**config.mk**
```make
export PLATFORM = sky130hd
export DESIGN_NAME = serial_queue_bridge
export DESIGN_NICKNAME = d
export VERILOG_FILES = /design/src/rtl/serial_queue_bridge.sv
export SDC_FILE = /design/constraint.sdc
export NUM_CORES = 1
export LEC_CHECK = 0
export CAP_MARGIN = 10
export CELL_PAD_IN_SITES_DETAIL_PLACEMENT = 1
export CELL_PAD_IN_SITES_GLOBAL_PLACEMENT = 1
export CORE_UTILIZATION = 47
export CTS_BUF_LIST = sky130_fd_sc_hd__clkbuf_8
export DETAILED_ROUTE_END_ITERATION = 6
export PLACE_DENSITY_LB_ADDON = 0.1
export SLEW_MARGIN = 5
export SYNTH_ARGS = -nofsm -noshare
export SYNTH_HDL_FRONTEND = slang
export SYNTH_SLANG_ARGS = --single-unit
```
**constraint.sdc**
```tcl
create_clock -name clock -period 2.4 [get_ports clock]
set_input_delay 0.72 -clock clock [delete_from_list [all_inputs] [get_ports clock]]
set_output_delay 0.72 -clock clock [all_outputs]
set_load 0.02 [all_outputs]
```
**src/rtl/serial_queue_bridge.sv**
```systemverilog
// serial_queue_bridge
//   Assembles DATA_W-bit words from a qualified serial bit stream (MSB first)
//   and hands each completed word to a DEPTH-entry FIFO. Deserializer sampling
//   and queue operations run on one-cycle enables from two free-running
//   counters (DES_DIV and Q_DIV cycles apart). No derived clocks are generated.
//
//   Optional feature macro: DROP_OLDEST_EN
//     defined   : a push into a full FIFO with no pop on the same edge discards
//                 the oldest entry and writes the new word.
//     undefined : that push is refused and the word waits in HOLD.
//
// Ports
//   clock       in   sole clock, rising edge
//   reset       in   synchronous, active-high
//   data_in     in   serial data bit
//   write_in    in   qualifies data_in
//   enqueue_in  in   permits transfer of the pending word into the FIFO
//   dequeue_in  in   requests a FIFO pop
//   status_out  out  high while the deserializer accepts bits
//   data_ready  out  high while an assembled word is pending
//   data_out    out  most recently dequeued word
//   len_out     out  current FIFO occupancy, 0..DEPTH
module serial_queue_bridge #(
  parameter int DATA_W  = 8,
  parameter int DEPTH   = 8,
  parameter int DES_DIV = 10,
  parameter int Q_DIV   = 100
) (
  input  logic                         clock,
  input  logic                         reset,
  input  logic                         data_in,
  input  logic                         write_in,
  input  logic                         enqueue_in,
  input  logic                         dequeue_in,
  output logic                         status_out,
  output logic                         data_ready,
  output logic [DATA_W-1:0]            data_out,
  output logic [$clog2(DEPTH+1)-1:0]   len_out
);

  localparam int LEN_W  = $clog2(DEPTH + 1);
  localparam int PTR_W  = (DEPTH > 1) ? $clog2(DEPTH) : 1;
  localparam int DCNT_W = (DES_DIV > 1) ? $clog2(DES_DIV) : 1;
  localparam int QCNT_W = (Q_DIV > 1) ? $clog2(Q_DIV) : 1;
  localparam int BCNT_W = $clog2(DATA_W + 1);

  localparam logic [DCNT_W-1:0] DES_LAST = DCNT_W'(DES_DIV - 1);
  localparam logic [QCNT_W-1:0] Q_LAST   = QCNT_W'(Q_DIV - 1);
  localparam logic [PTR_W-1:0]  PTR_LAST = PTR_W'(DEPTH - 1);
  localparam logic [LEN_W-1:0]  LEN_FULL = LEN_W'(DEPTH);
  localparam logic [BCNT_W-1:0] BIT_LAST = BCNT_W'(DATA_W - 1);

  typedef enum logic {
    COLLECT = 1'b0,
    HOLD    = 1'b1
  } state_t;

  state_t              state;
  state_t              state_nxt;
  logic [DCNT_W-1:0]   des_cnt;
  logic [QCNT_W-1:0]   q_cnt;
  logic                des_tick;
  logic                q_tick;
  logic [DATA_W-1:0]   shift;
  logic [BCNT_W-1:0]   bit_cnt;
  logic                capture;
  logic                push;
  logic                pop;
  logic                drop;
  logic                ack;
  logic [PTR_W-1:0]    head;
  logic [PTR_W-1:0]    tail;
  logic [DATA_W-1:0]   mem [DEPTH];

  function automatic logic [PTR_W-1:0] ptr_inc(input logic [PTR_W-1:0] p);
    return (p == PTR_LAST) ? '0 : p + PTR_W'(1);
  endfunction

  // Tick generators: count 0..DIV-1, tick while the count sits at DIV-1
  assign des_tick = (des_cnt == DES_LAST);
  assign q_tick   = (q_cnt == Q_LAST);

  always_ff @(posedge clock) begin
    if (reset) begin
      des_cnt <= '0;
      q_cnt   <= '0;
    end else begin
      des_cnt <= des_tick ? '0 : des_cnt + DCNT_W'(1);
      q_cnt   <= q_tick ? '0 : q_cnt + QCNT_W'(1);
    end
  end

  // Deserializer control
  assign capture = des_tick && write_in && (state == COLLECT);

  always_ff @(posedge clock) begin
    if (reset) begin
      state <= COLLECT;
    end else begin
      state <= state_nxt;
    end
  end

  always_comb begin
    state_nxt  = state;
    status_out = 1'b0;
    data_ready = 1'b0;
    case (state)
      COLLECT: begin
        status_out = 1'b1;
        if (capture && (bit_cnt == BIT_LAST)) state_nxt = HOLD;
      end
      HOLD: begin
        data_ready = 1'b1;
        if (ack) state_nxt = COLLECT;
      end
      default: state_nxt = COLLECT;
    endcase
  end

  // Shift register and bit count; capture and ack are mutually exclusive
  // because one needs COLLECT and the other HOLD.
  always_ff @(posedge clock) begin
    if (reset) begin
      shift   <= '0;
      bit_cnt <= '0;
    end else if (capture) begin
      shift   <= DATA_W'({shift, data_in});
      bit_cnt <= bit_cnt + BCNT_W'(1);
    end else if (ack) begin
      bit_cnt <= '0;
    end
  end

  // Queue decisions. A pop needs a non-empty FIFO, so push+pop on an empty
  // FIFO degenerates to a plain push.
  assign pop = q_tick && dequeue_in && (len_out != '0);

`ifdef DROP_OLDEST_EN
  assign drop = q_tick && enqueue_in && data_ready && (len_out == LEN_FULL) && !pop;
  assign push = q_tick && enqueue_in && data_ready;
`else
  assign drop = 1'b0;
  assign push = q_tick && enqueue_in && data_ready && ((len_out != LEN_FULL) || pop);
`endif

  // The deserializer releases its word on the same edge the FIFO takes it
  assign ack = push;

  always_ff @(posedge clock) begin
    if (push) mem[tail] <= shift;
  end

  always_ff @(posedge clock) begin
    if (reset) begin
      head     <= '0;
      tail     <= '0;
      len_out  <= '0;
      data_out <= '0;
    end else begin
      if (push) tail <= ptr_inc(tail);
      // A drop retires the oldest entry exactly like a pop, minus the output
      if (pop || drop) head <= ptr_inc(head);
      if (pop) data_out <= mem[head];
      // A dropping push leaves occupancy at DEPTH
      case ({push && !drop, pop})
        2'b10:   len_out <= len_out + LEN_W'(1);
        2'b01:   len_out <= len_out - LEN_W'(1);
        default: len_out <= len_out;
      endcase
    end
  end

endmodule

```
=== After elaboration in Yosys (flattened, before gate mapping) ===
Memory sizes are Yosys's and may differ from the RTL's. A register that Yosys moved wholly into a read port is not among the register bits.
Cells that the tools add are included.

* Memory bits (writable): 64
* Bits in registers: 34
* Output and inout port bits: 14
* Memories kept: 1
* ROM bits: 0
* Latch bits: 0
* Word-level logic and storage cells: 51

{| class="wikitable"
|+ Memory list
! name !! depth !! bits a word !! rd ports !! clocked after memory_dff !! write ports !! line !! RTL
|-
| mem || 8 || 8 || 1 || 1 || 1 || 73 || <nowiki>logic [DATA_W-1:0] mem [DEPTH];</nowiki>
|}

* Shift operators: 0
* Bitwise operators: 1
* Muxes and demuxes: 12
* Equal/unequal tests: 8
* Multipliers: 0
* $add $sub $neg: 7
* $lt $le $gt $ge: 0
* Reductions and logical operators: 14
* Divide/modulo/power cells: 0

{| class="wikitable"
|+ Operator list
! cell !! count
|-
| adder 4 x 1 -> 4 bit (second input constant) || 3
|-
| logical AND 1 bit || 8
|-
| two-way mux 4 bit || 2
|-
| one-hot mux 4 bit (2 select lines) || 1
|-
| adder 7 x 1 -> 7 bit (second input constant) || 1
|-
| == test 7 bit (second input constant) || 1
|-
| adder 3 x 1 -> 3 bit (second input constant) || 2
|-
| == test 3 bit (second input constant) || 2
|-
| two-way mux 1 bit || 6
|-
| two-way mux 3 bit || 2
|-
| == test 4 x 3 -> 1 bit (second input constant) || 1
|-
| == test 4 bit (second input constant) || 1
|-
| inequality test 4 bit (second input constant) || 1
|-
| nonzero test 2 bit || 2
|-
| nonzero test 4 bit || 1
|-
| OR reduction 2 bit || 2
|-
| subtractor 4 x 1 -> 4 bit (second input constant) || 1
|-
| == test 2 x 1 -> 1 bit (second input constant) || 1
|-
| == test 2 bit (second input constant) || 1
|-
| one-hot mux 1 bit (2 select lines) || 1
|-
| logical OR 1 bit || 1
|-
| inverter 1 bit || 1
|}

=== Depth between registers and ports, before layout ===
* Depth in word-level cells: 7
* Mapped depth: 12
* Gate-level depth less buffers: 10

=== Worst setup path before layout ===
Ideal clock, no wire load.

* Path kind: register -> register
* Start: register len_out[0]
* End: register len_out[3]
* Cell stages (with the launch flop): 12
* Data required time: 2.284 ns
* Setup slack: -0.299 ns
* Setup time: 0.116 ns
* Arrival: 2.583 ns
* Path buffers: 2
* Cells stage by stage: dfxtp_1 > or4_4 > and4_4 > buf_6 > buf_12 > nand2_1 > inv_1 > ha_1 > nand3_1 > a2111oi_0 > o211ai_1 > o211a_1

* Cells in the longest elaborated chain, start to end: 6

{| class="wikitable"
|+ Ends and longest elaborated chain
! what !! line !! RTL
|-
| from (decl) || 38 || <nowiki>output logic [$clog2(DEPTH+1)-1:0] len_out</nowiki>
|-
| from (signal assigned) || 167 || <nowiki>2'b10: len_out <= len_out + LEN_W'(1);</nowiki>
|-
| from (signal assigned) || 168 || <nowiki>2'b01: len_out <= len_out - LEN_W'(1);</nowiki>
|-
| from (signal assigned) || 169 || <nowiki>default: len_out <= len_out;</nowiki>
|-
| nonzero test 4 bit || 137 || <nowiki>assign pop = q_tick && dequeue_in && (len_out != '0);</nowiki>
|-
| logical AND 1 bit || 137 ||
|-
| logical OR 1 bit || 144 || <nowiki>assign push = q_tick && enqueue_in && data_ready && ((len_out != LEN_FULL) || pop);</nowiki>
|-
| logical AND 1 bit || 144 ||
|-
| == test 2 x 1 -> 1 bit / == test 2 bit (equally long branches) || 166 || <nowiki>case ({push && !drop, pop})</nowiki>
|-
| one-hot mux 4 bit (2 select lines) / nonzero test 2 bit (equally long branches) || n/a ||
|}

Parallel ways exist; a longest one is shown, timed or not.
A chain may end at the register's enable or synchronous reset.

=== Worst setup path in the final report ===
* Start: register len_out[3]
* End: register len_out[3]

The elaborated chain is that of the path after synthesis.

==> results.txt <==
- Based on the critical path, the design can be clocked at up to 435 MHz.
- The final number of max-transition violations came to 0.
- Max-cap violations: 0
- Final core utilization: 0.570
* Average cell area after synthesis: 13.9 um2
- The detailed router placed 2732 vias in this run.
* Total DRC errors in the routed layout: 0
- Number of placed cells counting well taps: 465
* Largest driver fanout on the critical path: 4
- The worst hold path belongs to the class reg2reg.
- Total buffers and inverters traversed by the critical path: 1
- Headroom to the max-slew limit: 0.445
- Global routing finished with a remaining overflow of 0.
- In this run the power density over the cells is 617 nW/um2.
- The worst register-to-register path has a depth of 9.
- Initial Utilization: 0.482
- Clock tree from TritonCTS: yes
- Buffers inserted during clock tree synthesis total 9.
- Ant. Diodes: 0
* Port Buffers: 19
- Nets in the synthesized netlist: 337
- The startpoint identified for the worst register-to-register timing path is len_out[3]$_SDFFE_PP0P_.
- The endpoint identified for the worst register-to-register timing path is len_out[3]$_SDFFE_PP0P_.
* Via count of the first global-routing pass: 2882
- In the final timing run, aggregate negative setup slack is 0 ns.
* Post-route non-filler standard cell count: 481
- Number of enable flip-flop cells after synthesis: 64
- Core outline area: 9200 um2
- Instance count of the mapped netlist: 320
- STA classifies the critical path endpoint as a flop.
- The critical path goes through or4_4 -> and4_4 -> nand2_4 -> inv_4 -> ha_4 -> nand3_4 -> a2111oi_4 -> o211ai_1 -> o211a_1.
- After detailed routing, the total wire length is 8.86 mm.
- Number of buffers inserted to repair setup after CTS: 0
- Counting buffers and inverters, the worst setup path is 9 cells deep.
- Of the total power, combinational logic draws 0.016.
- After layout, the worst setup slack is 0.101 ns.
* Critical path origin: len_out[3]$_SDFFE_PP0P_
- Among all flip-flop cells after synthesis, the most frequent one is edfxtp_1.
- The HPWL after detailed placement is about 6.0 mm.
* Delay-heaviest family, CP: simple AND/OR/NAND/NOR gates
* Number of iterations in the first detailed-routing pass: 4
- CTS saw 106 sinks.
- GR Util All Layers: 0.199
- The internal portion of the total power is 2.56 mW.
- RD Place Congestion: 0.759
- The clock period could shrink to 2.30 ns.
- After synthesis, the cell types taking the most area are edfxtp_1, dfxtp_1, mux4_2.
* Clock root cell: clkbuf_8
- Number of levels in the clock H-tree: 3
- edfxtp_1 takes more of the synthesized area than any other cell.
- Unrepaired setup endpoints after global routing: true
* Antenna violations before repair: 0
- Setup violations remaining at the end of the flow were counted as 0.
* Commonest cells post-synth: edfxtp_1, dfxtp_1, nand2_1
- The share of synthesized area in the top cell type comes to 0.434.
* Destination of the critical timing path: len_out[3]$_SDFFE_PP0P_
* Mean routed wirelength per cell: 18.4 um
* Slowest Stage Delay on Critical Path: 0.57 ns
- Setup Skew: 0.0180 ns
* Number of antenna-violating nets in the routed design: 0
- CTS Hold Bufs: 0
- In this run the register-to-register setup slack is 0.10 ns.
* Total die area: around 9800 um2
- Number of primary I/O pins: 20
- Number of storage elements in the synthesis netlist: 106
- Layout cell share with drive strength beyond 1: 0.257
* Sort of element at the start of the critical path: flop
- Sequential share of the synthesized area: 0.623
* Area of the mapped netlist: 4430 um2
- Transition at the pin with the smallest max-transition slack: 0.831 ns
- After clock tree synthesis, the clock-pin slew on the worst setup and hold paths is roughly 0.11 ns.
- Run status: complete, no violations
- Signal arrival time at the worst endpoint: around 2.6 ns
* Drt first-iter violations: 127
* Worst skew pair latency: ~0.36 ns
* Area grow syn2layout: 18.3%
* Switch Pwr: 0.682 mW
* CTS max path bufs: 2
* Share of flip-flops with an asynchronous set or reset: 0
- Final number of hold-violating endpoints: 0
- Entering global routing, the biggest net connects 30 pins.
- The die is 99.1 um tall.
- Measured along the x axis, the die boundary spans 99.1 um.
* Seq pwr share: 0.593
- The filler cells instantiated in the layout total 905.
- Number of warning messages in the yosys log: 0
* Placement row count: 35
* Kind of critical path: reg2reg
* Global-route wire length before repair: 14.8 mm
- Net Sw Frac: 0.211
* Routed via count divided by cell count: about 5.7
* Final #Nets: 382
- After synthesis, the netlist uses 54 different library cells.
* Leakage power of the design: 1.71 nW
- Fraction of the cycle the final worst path needs: 0.958
- Hold timing on the final database bottoms out at a slack of 0.485 ns.
- Most common cell in the synthesized netlist: edfxtp_1
- Critical path data required time: 2.66 ns
- Dpl ws: -0.316 ns
- On the critical path, the stage with the largest delay is an instance of or4_4.
- IR analysis of the VDD net gives a maximum drop of roughly 0.32 mV.
* Clock group share of total power: 0.391
==> layout by cell type, fill, tap and decap left out, types with 3 or more instances in the layout <==
master and n:
edfxtp_1 64, dfxtp_1 39, nand2_1 31, buf_4 30, a21oi_1 22, clkdlybuf4s50_1 18
mux4_2 16, nor2_1 15, nand3_1 9, nor3_1 9, mux2i_1 9, clkbuf_8 9
o21ai_0 8, a211oi_2 8, ha_1 8, xnor2_1 5, inv_1 4, nor3b_1 4
and3_1 3, nor4b_2 3
==> metrics by stage <==
stage,cell area [um2],total power [mW]
after floorplan,4480,1.99
after global placement,4960,2.01
after detailed placement,4960,2.01
after CTS,5220,3.27
after global routing,5250,3.34
final,5250,3.24
==> worst register-to-register path, cell delays in order, from the launching register on <==
cell	delay, ns
dfxtp_4	0.35
or4_4	0.57
and4_4	0.19
nand2_4	0.07
inv_4	0.05
ha_4	0.28
nand3_4	0.08
a2111oi_4	0.35
o211ai_1	0.13
o211a_1	0.14
==> worst min-delay path by stage <==
| stage | startpoint | endpoint | slack, ns | depth (start not counted) |
|---|---|---|---|---|
| floorplan | q_cnt[0]$_SDFF_PP0_ | q_cnt[0]$_SDFF_PP0_ | 0.42 | 1 |
| global placement | q_cnt[0]$_SDFF_PP0_ | q_cnt[0]$_SDFF_PP0_ | 0.45 | 1 |
| global route | des_cnt[0]$_SDFF_PP0_ | des_cnt[0]$_SDFF_PP0_ | 0.51 | 1 |
| CTS | des_cnt[0]$_SDFF_PP0_ | des_cnt[0]$_SDFF_PP0_ | 0.49 | 1 |
| detailed placement | des_cnt[0]$_SDFF_PP0_ | des_cnt[0]$_SDFF_PP0_ | 0.46 | 1 |
| finish | des_cnt[0]$_SDFF_PP0_ | des_cnt[0]$_SDFF_PP0_ | 0.49 | 1 |
==> final cells by class <==
class	count	area, um2	share of cell area
flip-flops and latches	106	2770	0.528
multi-input cells	193	1650	0.314
repair buffers	50	430	0.0821
well taps	111	139	0.0265
clock buffers	9	124	0.0236
clock inverters	7	116	0.0222
inverters	5	21.3	0.00406
==> cell families (layout without fill, tap and decap cells) <==
family	Yosys count	after routing	share of synthesized area
flops	106	106	0.623
simple gates	96	96	0.116
compound gates	53	53	0.0838
mux	26	26	0.104
buf+inv	21	71	0.0265
fa+ha+maj	11	11	0.0327
xor+xnor	7	7	0.0138
==> sequential cells by signal (all words and copies together), names as in the netlist <==
register	count
shift	8
data_out	8
bit_cnt	4
state	1
q_cnt	7
head	3
des_cnt	4
mem	64
tail	3
len_out	4
==> per-layer routing <==
metal	GRT usage	wire (um)	share of wire	vias to the layer above
li1	-	-	-	1304
met1	0.267	4240	0.48	1400
met2	0.338	4390	0.50	21
met3	0.0401	157	0.018	7
met4	0.0475	71	0.0080	0
met5	0	0	0	-
==> power groups by stage <==
stage | Sequential (mW) | Combinational (mW) | Clock (mW)
after floorplan | 1.96 | 0.0294 | 0
after global placement | 1.96 | 0.0496 | 0
after detailed placement | 1.96 | 0.0522 | 0
after CTS | 1.92 | 0.0527 | 1.30
after global routing | 1.92 | 0.0588 | 1.36
final | 1.92 | 0.0519 | 1.27
==> timing repair <==
action                     CTS  global route
gates resized for setup      2             6
setup endpoints to repair    1             1
pin swaps                    3             7
Note: power is estimated with default switching activity, not from simulation.
